--- config.mk ---
export PLATFORM = sky130hd
export DESIGN_NAME = imm_extend_unit
export DESIGN_NICKNAME = d
export VERILOG_FILES = /design/src/rtl/imm_extend_unit.sv
export SDC_FILE = /design/constraint.sdc
export NUM_CORES = 1
export LEC_CHECK = 0
export BUFFER_PORTS_ARGS = -buffer_cell sky130_fd_sc_hd__buf_4
export CAP_MARGIN = 20
export CORE_MARGIN = 2
export CORE_UTILIZATION = 55
export CTS_CLUSTER_SIZE = 10
export DETAILED_ROUTE_END_ITERATION = 10
export GPL_TIMING_DRIVEN = 0
export PLACE_DENSITY = 0.79
export SLEW_MARGIN = 40
export SYNTH_ARGS = -nofsm -noshare
export SYNTH_HDL_FRONTEND = slang
export SYNTH_SLANG_ARGS = --single-unit
--- constraint.sdc ---
create_clock -name clk -period 2.1 [get_ports clk]
set_clock_uncertainty 0.2 [all_clocks]
set_input_delay 0.105 -clock clk [delete_from_list [all_inputs] [get_ports clk]]
set_output_delay 0.105 -clock clk [all_outputs]
set_load 0.02 [all_outputs]
--- src/rtl/imm_extend_unit.sv ---
// Immediate extension unit: extends a raw immediate per mode (sign/zero/upper/branch)
// at input acceptance and buffers result+tag in a 2-entry FIFO with registered in_ready.
module imm_extend_unit #(
  parameter int IN_W  = 16,
  parameter int OUT_W = 32,
  parameter int TAG_W = 5
) (
  input  logic             clk,
  input  logic             rst_n,
  input  logic             in_valid,
  output logic             in_ready,
  input  logic [IN_W-1:0]  immediate,
  input  logic [1:0]       mode,
  input  logic [TAG_W-1:0] tag_in,
  input  logic             flush,
  output logic             out_valid,
  input  logic             out_ready,
  output logic [OUT_W-1:0] result,
  output logic [TAG_W-1:0] tag_out,
  output logic [1:0]       dbg_state
);

  localparam int EXT_W = OUT_W - IN_W;

  typedef enum logic [1:0] {
    OCC_EMPTY = 2'd0,
    OCC_ONE   = 2'd1,
    OCC_FULL  = 2'd2
  } occ_t;

  occ_t             state, state_next;
  logic             in_ready_q;
  logic             wr_ptr, rd_ptr;
  logic [OUT_W-1:0] res_mem [2];
  logic [TAG_W-1:0] tag_mem [2];
  logic [OUT_W-1:0] sign_val, ext_val;
  logic             in_fire, out_fire;

  // Handshake: a side transfers on a rising edge where its valid and ready are both 1;
  // an input transfer additionally requires flush=0. Ready never depends on valid.
  assign in_fire  = in_valid && in_ready_q && !flush;
  assign out_fire = out_valid && out_ready;

  assign in_ready  = in_ready_q;
  assign out_valid = (state != OCC_EMPTY);
  assign result    = res_mem[rd_ptr];
  assign tag_out   = tag_mem[rd_ptr];
  assign dbg_state = state;

  always_comb begin
    sign_val = {{EXT_W{immediate[IN_W-1]}}, immediate};
    ext_val  = sign_val;
    case (mode)
      2'b00:   ext_val = sign_val;
      2'b01:   ext_val = {{EXT_W{1'b0}}, immediate};
      2'b10:   ext_val = {immediate, {EXT_W{1'b0}}};
      default: ext_val = {sign_val[OUT_W-3:0], 2'b00};
    endcase
  end

  always_comb begin
    state_next = state;
    case (state)
      OCC_EMPTY: if (in_fire) state_next = OCC_ONE;
      OCC_ONE: begin
        if (in_fire && !out_fire)      state_next = OCC_FULL;
        else if (!in_fire && out_fire) state_next = OCC_EMPTY;
      end
      OCC_FULL:  if (out_fire) state_next = OCC_ONE;
      default:   state_next = OCC_EMPTY;
    endcase
    if (flush) state_next = OCC_EMPTY;
  end

  // in_ready is registered from the next occupancy, so it stays 0 throughout reset
  // and rises on the first edge after release.
  always_ff @(posedge clk or negedge rst_n) begin
    if (!rst_n) begin
      state      <= OCC_EMPTY;
      in_ready_q <= 1'b0;
    end else begin
      state      <= state_next;
      in_ready_q <= (state_next != OCC_FULL);
    end
  end

  always_ff @(posedge clk or negedge rst_n) begin
    if (!rst_n) begin
      wr_ptr     <= 1'b0;
      rd_ptr     <= 1'b0;
      res_mem[0] <= '0;
      res_mem[1] <= '0;
      tag_mem[0] <= '0;
      tag_mem[1] <= '0;
    end else if (flush) begin
      wr_ptr <= 1'b0;
      rd_ptr <= 1'b0;
    end else begin
      if (in_fire) begin
        res_mem[wr_ptr] <= ext_val;
        tag_mem[wr_ptr] <= tag_in;
        wr_ptr          <= ~wr_ptr;
      end
      if (out_fire) rd_ptr <= ~rd_ptr;
    end
  end

endmodule

==> flow_metrics.tcl, run 1 <==
set metrics [dict create \
    internal_power_mw 3.38 \
    dp.cells 506 \
    die_y_um 86.7 \
    rsz0062_at_grt "no" \
    start_util_pct 56.0 \
    crit_start "mode[0]" \
    cap_violations 0 \
    placed_area_um2 4360 \
    io_buffers 66 \
    grt_util_all_layers_pct 26.0 \
    dr.first_iter.drc_count 140 \
    antenna_found_initial 0 \
    ff2ff_path_depth 4 \
    fin_setup_tns_ps 0 \
    min_from "in_valid" \
    peakVddDrop_mv 0.545 \
    crit_type "input pin to flip-flop" \
    pwr-share-comb_pct 29.3 \
    critPathCaptureType "flip-flop" \
    status "complete, no violations" \
    synth_ff_type "dfrtp_1" \
    min_period_ps 2000 \
    r2r-start "wr_ptr$_DFFE_PN0P_" \
    synth_edf_count 0 \
    cts_buffers 9 \
    startpoint_type "input pin" \
    yosysUniqueCellTypes 34 \
    seqCellArea_um2 1980 \
    drive_gt1_share_pct 32.8 \
    rr_endpoint "res_mem[48]$_DFFE_PN0P_" \
    cts.clk_slew.worst_paths_ps 90 \
    die_area_um2 7520 \
    p_per_area_nw_per_um2 981 \
    cp.required_ps 2130 \
    die_x_um 86.7 \
    synth_seq_cells 79 \
    cts-root-buf "clkbuf_8" \
    rows 30 \
    setup-violations-final 0 \
    antenna-diode-count 0 \
    vias 3082 \
    finalPower_mw 4.83 \
    worstPathArrival_ps 2030 \
    swShare_pct 30.0 \
    antenna_left 0 \
    async_flop_share_pct 100 \
    fin_crit_sh_pct 95.3 \
    htree_levels 3 \
    grt_overflow 0 \
    power_leakage_nw 2.25 \
    hold_viol 0 \
    seq_area_frac_synth_pct 52.5 \
    holdPathStages 3 \
    drc 0 \
    grt_pass1_wl_um 14800 \
    p_switching_mw 1.45 \
    cts_tree "yes" \
    hold_class "input pin to flip-flop" \
    ios 69 \
    clkLatencyLatePin_ps 350 \
    reg2reg_slack_ps 170 \
    multi_input_area_um2 1610 \
    stdcell_area_um2 4920 \
    slew_headroom_pct 53.8 \
    yosysTopAreaCell "dfrtp_1" \
    stdcell_count 553 \
    wl_per_cell_um 17.1 \
    syn_nets 388 \
    avgSynthCellArea_um2 10.5 \
    drt-pass1-iter-count 4 \
    syn_area_um2 3760 \
    cts_setup_buffers 0 \
    nFillCells 476 \
    slew_violations 0 \
    via_per_inst 5.57 \
    postSynthCellCount 360 \
    grt_max_degree 80 \
    endpoint "res_mem[13]$_DFFE_PN0P_" \
    syn2layout_area_growth_pct 30.8 \
    grt_pass1_vias 3021 \
    crit_path_max_fanout 10 \
    wirelength_um 9450 \
    netlist_top_cells_area "dfrtp_1 (53%), mux2_2 (11%), nand2_1 (8.0%)" \
    p_seq_share_pct 43.0 \
    worstMarginPinSlew_ps 693 \
    fmax_mhz 500 \
    yosys_warnings 0 \
    coreArea_um2 6720 \
    place.gp.congestion 0.825 \
    dp_hpwl_um 6280 \
    layout.nets 496 \
    ctsLongestPathBuffers 2 \
    synth_top_area_share_pct 52.5 \
    clockPowerShare_pct 27.7 \
    clock-sinks 79 \
]
[logic make-up (layout without fill, tap and decap cells)]
kind of cell | Yosys count | after routing | synth area share, %
AO/OA/AOI/OAI | 99 | 99 | 17.5
XOR/XNOR | 2 | 2 | 0.466
buffers and inverters | 29 | 142 | 4.69
flip-flops | 79 | 79 | 52.5
multiplexers | 37 | 37 | 11.1
AND/OR/NAND/NOR | 114 | 114 | 13.8
[cell usage after synthesis (2+ instances only)]
library cell   n
mux2_2        37
and2_1         2
buf_6          4
a21boi_0       2
o21ai_1        9
nand2b_1       3
o21ai_0       27
nand2_2        2
dfrtp_1       79
a31oi_1        2
inv_1          2
a21oi_1       17
buf_4          5
a21oi_2       10
nor2b_1       14
o22a_1        28
nand3_1        2
buf_2         15
nor2_1         4
nand2_1       80
clkbuf_1       3
[layout by cell type (no fill, tap or decap), types with 2 or more instances in the layout]
cell type,instances
a21oi_2,10
nand2_1,80
bufinv_16,3
nor2_1,4
clkinv_2,2
o22a_1,28
a21boi_0,2
o21ai_0,27
mux2_2,37
buf_4,72
nor2b_1,14
a21oi_1,17
o21ai_1,9
dfrtp_1,79
buf_2,12
a31oi_1,2
nand2b_1,3
inv_1,2
buf_6,5
nand3_1,2
dlygate4sd3_1,32
and2_1,2
nand2_2,2
clkbuf_1,4
clkbuf_8,9
[critical path, stage by stage]
cell           delay [ps]
dlygate4sd3_1         540
buf_4                 170
and2_1                200
buf_4                 190
a21oi_1               160
dlygate4sd3_1         600
o21ai_1                70
[power groups by stage]
stage               Sequential [mW]  Combinational, mW  Clock [mW]
CTS                            2.07               1.42        1.34
floorplan                      2.04              0.894           0
global route                   2.11               1.53        1.41
detailed placement             2.10               1.35           0
finish                         2.08               1.42        1.34
global placement               2.07               1.32           0
[flip-flops by register name (all words and copies together) (netlist names)]
register,flops
in_ready,1
tag_mem,10
res_mem,64
wr_ptr,1
rd_ptr,1
dbg_state,2
[layout make-up]
cell class | count | area share (%)
flip-flops and latches | 79 | 40.2
multi-input cells | 252 | 32.8
repair buffers | 98 | 16.6
plain buffers | 26 | 3.43
clock buffers | 10 | 2.59
clock inverters | 6 | 2.21
well taps | 80 | 2.03
inverters | 2 | 0.152
[worst min-delay path by stage]
stage                                  end  slack, ps
floorplan           dbg_state[0]$_DFF_PN0_       -390
global placement    dbg_state[1]$_DFF_PN0_        100
detailed placement  res_mem[1]$_DFFE_PN0P_        -20
CTS                 dbg_state[0]$_DFF_PN0_         10
global route        dbg_state[0]$_DFF_PN0_         40
finish              dbg_state[0]$_DFF_PN0_         20
[routing by layer]
layer,global-route usage [%],part of all wire [%]
met5,0,0
met4,12.9,2.5
met1,34.4,44
met2,41.7,49
met3,4.19,4.3
[stage by stage]
step	worst slack [ps]	hold WS, ps	util, %
4_1_cts	58.9	10.3	73.3
5_1_grt	10.2	39.7	73.3
3_3_place_gp	305	98.3	64.9
2_1_floorplan	617	-391	-
6_report	99.4	21.4	73.3
3_5_place_dp	307	-21.3	64.9
[repair_timing]
item                                    in CTS  in global routing
hold buffers                                32                  0
endpoints found under the hold margin      142                  0
endpoints found under the setup margin      20                  1
cloned                                       0                  0
gates resized for setup                      3                  2
pin swaps                                    0                  1
(Power assumes the default switching activity.)
==> run 2: changes to the inputs <==
- CORE_MARGIN: 2 -> default
- CORE_UTILIZATION: 55 -> 50
- PLACE_DENSITY: 0.79 -> 0.73
==> flow_metrics.tcl, run 2 (synthesis results as in run 1) <==
set metrics [dict create \
    cts_buffers 9 \
    drive_gt1_share_pct 33.1 \
    largest_register_ffs 64 \
    startpoint_type "input pin" \
    min_period_ps 2050 \
    cts-root-buf "clkbuf_8" \
    clkLatencyLatePin_ps 340 \
    path_buf_inv 4 \
    utilization_pct 67.9 \
    ctsLongestPathBuffers 2 \
    worstPathArrival_ps 2130 \
    regMostFlops "res_mem" \
    die_area_um2 7880 \
    ios 69 \
    wl_per_cell_um 16.0 \
    clock-sinks 79 \
    stdcell_count 570 \
    via_per_inst 5.35 \
    antenna_left 0 \
    crit_path_max_fanout 10 \
    fmax_mhz 487 \
    slew_headroom_pct 53.6 \
    fin_setup_tns_ps 0 \
    cp_cell_sequence "dlygate4sd3_1 -> buf_4 -> and4b_1 -> buf_4 -> nor2_1 -> a31oi_1 -> dlygate4sd3_1" \
    crit_slowest_cell "dlygate4sd3_1" \
    dr.first_iter.drc_count 161 \
    hold_viol 0 \
    slowest_delay_ps 570 \
    layout.nets 495 \
    crit_type "input pin to flip-flop" \
    nFillCells 587 \
    place.gp.congestion 0.809 \
    setup-violations-final 0 \
    hold_class "input pin to flip-flop" \
    wirelength_um 9140 \
    critPathCaptureType "flip-flop" \
    antenna-diode-count 0 \
    cts_setup_buffers 0 \
    coreArea_um2 7250 \
    rsz0062_at_grt "yes" \
    vias 3049 \
    mostFrequentLayoutCell "nand2_1" \
    status "complete, no violations" \
    final_cell_mix "nand2_1 (80), dfrtp_1 (79), buf_4 (71)" \
    p_per_area_nw_per_um2 965 \
    rows 31 \
    cp.required_ps 2180 \
    cp_top_family "buffers and inverters" \
    grt_max_degree 80 \
    dp_hpwl_um 6120 \
    cap_violations 0 \
    fin_crit_sh_pct 97.8 \
    peakVddDrop_mv 0.458 \
    power_leakage_nw 2.25 \
    dp.cells 525 \
    start_util_pct 51.9 \
    grt_pass1_wl_um 14600 \
    worstMarginPinSlew_ps 695 \
    antenna_found_initial 0 \
    die_y_um 88.8 \
    drt-pass1-iter-count 5 \
    htree_levels 3 \
    cts_tree "yes" \
    syn2layout_area_growth_pct 30.9 \
    grt_overflow 0 \
    grt_pass1_vias 2968 \
    slew_violations 0 \
    cts.clk_slew.worst_paths_ps 70 \
    die_x_um 88.8 \
    drc 0 \
    reg2reg_slack_ps 120 \
    io_buffers 66 \
    grt_util_all_layers_pct 24.8 \
]
run 2: worst paths after layout:
kind / to / from / cells past startpoint
setup / recovery: res_mem[16]$_DFFE_PN0P_ / flush / 7
max in group asynchronous: tag_mem[6]$_DFFE_PN0P_ / rst_n / 2
hold / removal: dbg_state[0]$_DFF_PN0_ / in_valid / 3
min in group asynchronous: res_mem[35]$_DFFE_PN0P_ / rst_n / 2
setup reg to reg: res_mem[16]$_DFFE_PN0P_ / in_ready$_DFF_PN0_ / 5
hold reg to reg: tag_mem[1]$_DFFE_PN0P_ / tag_mem[1]$_DFFE_PN0P_ / 2
run 2: per-layer routing:
| metal | global-route usage [%] | share of wire [%] | vias up |
|---|---|---|---|
| li1 | - | - | 1467 |
| met1 | 34.7 | 46 | 1472 |
| met2 | 38.8 | 47 | 94 |
| met3 | 5.22 | 5.5 | 16 |
| met4 | 8.06 | 1.7 | 0 |
| met5 | 0 | 0 | - |
run 2: area by class of cell:
class	count	area (um2)	area share, %
repair buffers	96	800	16.2
plain buffers	27	176	3.58
inverters	2	7.51	0.152
well taps	99	124	2.51
clock inverters	3	65.1	1.32
flip-flops and latches	79	1980	40.1
clock buffers	12	165	3.35
multi-input cells	252	1610	32.7
run 2: repair_timing:
item,CTS,global route
gates resized for setup,0,5
hold endpoints to repair,140,0
setup endpoints to repair,20,23
hold buffers,30,0
run 2: worst register-to-register path: stages (launching register included):
cell and delay [ps]:
dfrtp_1 420, and4b_1 310, buf_4 210, nor2_1 50, a31oi_1 140, dlygate4sd3_1 570
run 2: per-stage QoR:
step	total power [mW]	cell area (um2)	hold WS [ps]	setup slack (ps)
after floorplan	2.94	3760	-391	617
after global placement	3.39	4380	92.3	285
after detailed placement	3.44	4390	-16.5	305
after CTS	4.78	4920	28.0	-85.0
after global routing	5.01	4930	78.0	-11.0
final	4.76	4930	41.4	46.9
run 2: report_power, final:
group / total (mW) / internal [mW] / switching (mW)
Sequential: 2.07 / 1.88 / 0.183
Combinational: 1.41 / 0.708 / 0.699
Clock: 1.28 / 0.759 / 0.523
Total: 4.76 / 3.35 / 1.41
==> run 3: changes to the inputs <==
- CORE_UTILIZATION: 50 -> 32
- PLACE_DENSITY: 0.73 -> default
==> flow_metrics.tcl, run 3 (synthesis results as in run 1) <==
set metrics [dict create \
    largest_register_ffs 64 \
    rows 39 \
    p_switching_mw 1.47 \
    io_buffers 66 \
    clkLatencyLatePin_ps 320 \
    setup-violations-final 0 \
    place_ws_ps 262 \
    antenna-diode-count 0 \
    p_per_area_nw_per_um2 974 \
    hold_class "input pin to flip-flop" \
    power_leakage_nw 2.24 \
    crit_slowest_cell "dlygate4sd3_1" \
    cap_violations 0 \
    utilization_pct 43.7 \
    antenna_left 0 \
    holdWs_ps 34.6 \
    startpoint_type "input pin" \
    cts_tree "yes" \
    final_cell_mix "nand2_1 (80), dfrtp_1 (79), buf_4 (72)" \
    slew_headroom_pct 52.1 \
    vias 2970 \
    mostFrequentLayoutCell "nand2_1" \
    coreArea_um2 11400 \
    ctsLongestPathBuffers 2 \
    drt-pass1-iter-count 4 \
    path_common_cell "dlygate4sd3_1" \
    internal_power_mw 3.39 \
    swShare_pct 30.3 \
    fmax_mhz 496 \
    status "complete, no violations" \
    layout.nets 492 \
    p_seq_share_pct 42.5 \
    wl_per_cell_um 15.9 \
    fin_setup_tns_ps 0 \
    die_x_um 110 \
    worstPathArrival_ps 2080 \
    clock-sinks 79 \
    cts_buffers 9 \
    nFillCells 1136 \
    drive_gt1_share_pct 33.0 \
    regMostFlops "res_mem" \
    cp_cell_sequence "dlygate4sd3_1 -> buf_4 -> and4bb_2 -> buf_6 -> nor2_1 -> a31oi_1 -> dlygate4sd3_1" \
    htree_levels 3 \
    fin_crit_sh_pct 96.1 \
    grt_max_degree 80 \
    crit_type "input pin to flip-flop" \
    place.gp.congestion 0.775 \
    cts.clk_slew.worst_paths_ps 60 \
    grt_overflow 0 \
    slew_violations 0 \
    min_from "in_valid" \
    grt_util_all_layers_pct 16.6 \
    cts_setup_buffers 0 \
    critPathCaptureType "flip-flop" \
    start_util_pct 33.0 \
    antenna_found_initial 0 \
    hold_viol 0 \
    r2r-start "wr_ptr$_DFFE_PN0P_" \
    grt_pass1_wl_um 16000 \
    fin_ws_ps 82.0 \
    via_per_inst 4.85 \
    cts-root-buf "clkbuf_16" \
    die_y_um 110 \
    crit_path_max_fanout 10 \
    dr.first_iter.drc_count 78 \
    peakVddDrop_mv 0.450 \
    syn2layout_area_growth_pct 32.6 \
    worstMarginPinSlew_ps 718 \
    clockPowerShare_pct 28.5 \
    die_area_um2 12200 \
    min_period_ps 2020 \
    rsz0062_at_grt "no" \
    dp_hpwl_um 6870 \
    wirelength_um 9740 \
    drc 0 \
    cp.required_ps 2160 \
    pwr-share-comb_pct 29.0 \
    slowest_delay_ps 560 \
    grt_pass1_vias 3041 \
    crit_start "flush" \
    finalPower_mw 4.86 \
    ios 69 \
]
run 3: worst paths after layout:
check | end | slack [ps] | depth (start not counted)
setup / recovery | res_mem[48]$_DFFE_PN0P_ | 80 | 7
hold / removal | dbg_state[0]$_DFF_PN0_ | 30 | 3
setup reg to reg | res_mem[48]$_DFFE_PN0P_ | 130 | 5
hold reg to reg | res_mem[41]$_DFFE_PN0P_ | 270 | 2
max in group asynchronous | res_mem[49]$_DFFE_PN0P_ | 1030 | 2
min in group asynchronous | res_mem[12]$_DFFE_PN0P_ | 200 | 2
run 3: layout make-up:
type	count	area, um2	share of cell area [%]
inverters	2	7.51	0.150
multi-input cells	252	1610	32.3
clock buffers	11	233	4.66
well taps	143	179	3.58
plain buffers	27	180	3.61
repair buffers	93	769	15.4
flip-flops and latches	79	1980	39.6
clock inverters	5	35.0	0.702
run 3: critical path, delay by kind of cell:
family,cells,cell delay (ps)
AND/OR/NAND/NOR,2,420
buffers and inverters,4,1420
AO/OA/AOI/OAI,1,140
run 3: what timing repair did:
action	4_1_cts	5_1_grt
pin swaps	0	1
resized for setup	3	2
hold buffers	27	0
endpoints found under the setup margin	20	1
hold endpoints to repair	135	0
run 3: layer usage:
| metal | wire length, um | vias to the layer above | track usage (%) |
|---|---|---|---|
| li1 | - | 1464 | - |
| met1 | 4640 | 1431 | 22.1 |
| met2 | 4560 | 61 | 26.6 |
| met3 | 353 | 14 | 3.13 |
| met4 | 193 | 0 | 6.49 |
| met5 | 0 | - | 0 |
run 3: power groups by stage:
stage          sequential [mW]  clock (mW)  combinational [mW]
2_1_floorplan             2.04           0               0.894
3_3_place_gp              2.06           0                1.35
3_5_place_dp              2.09           0                1.37
4_1_cts                   2.07        1.41                1.43
5_1_grt                   2.11        1.50                1.53
6_report                  2.07        1.38                1.41
run 3: metrics by stage:
step	cells	instance area (um2)
after global routing	612	4990
final	612	4990
after CTS	612	4990
after detailed placement	569	4440
after floorplan	360	3760
after global placement	569	4440
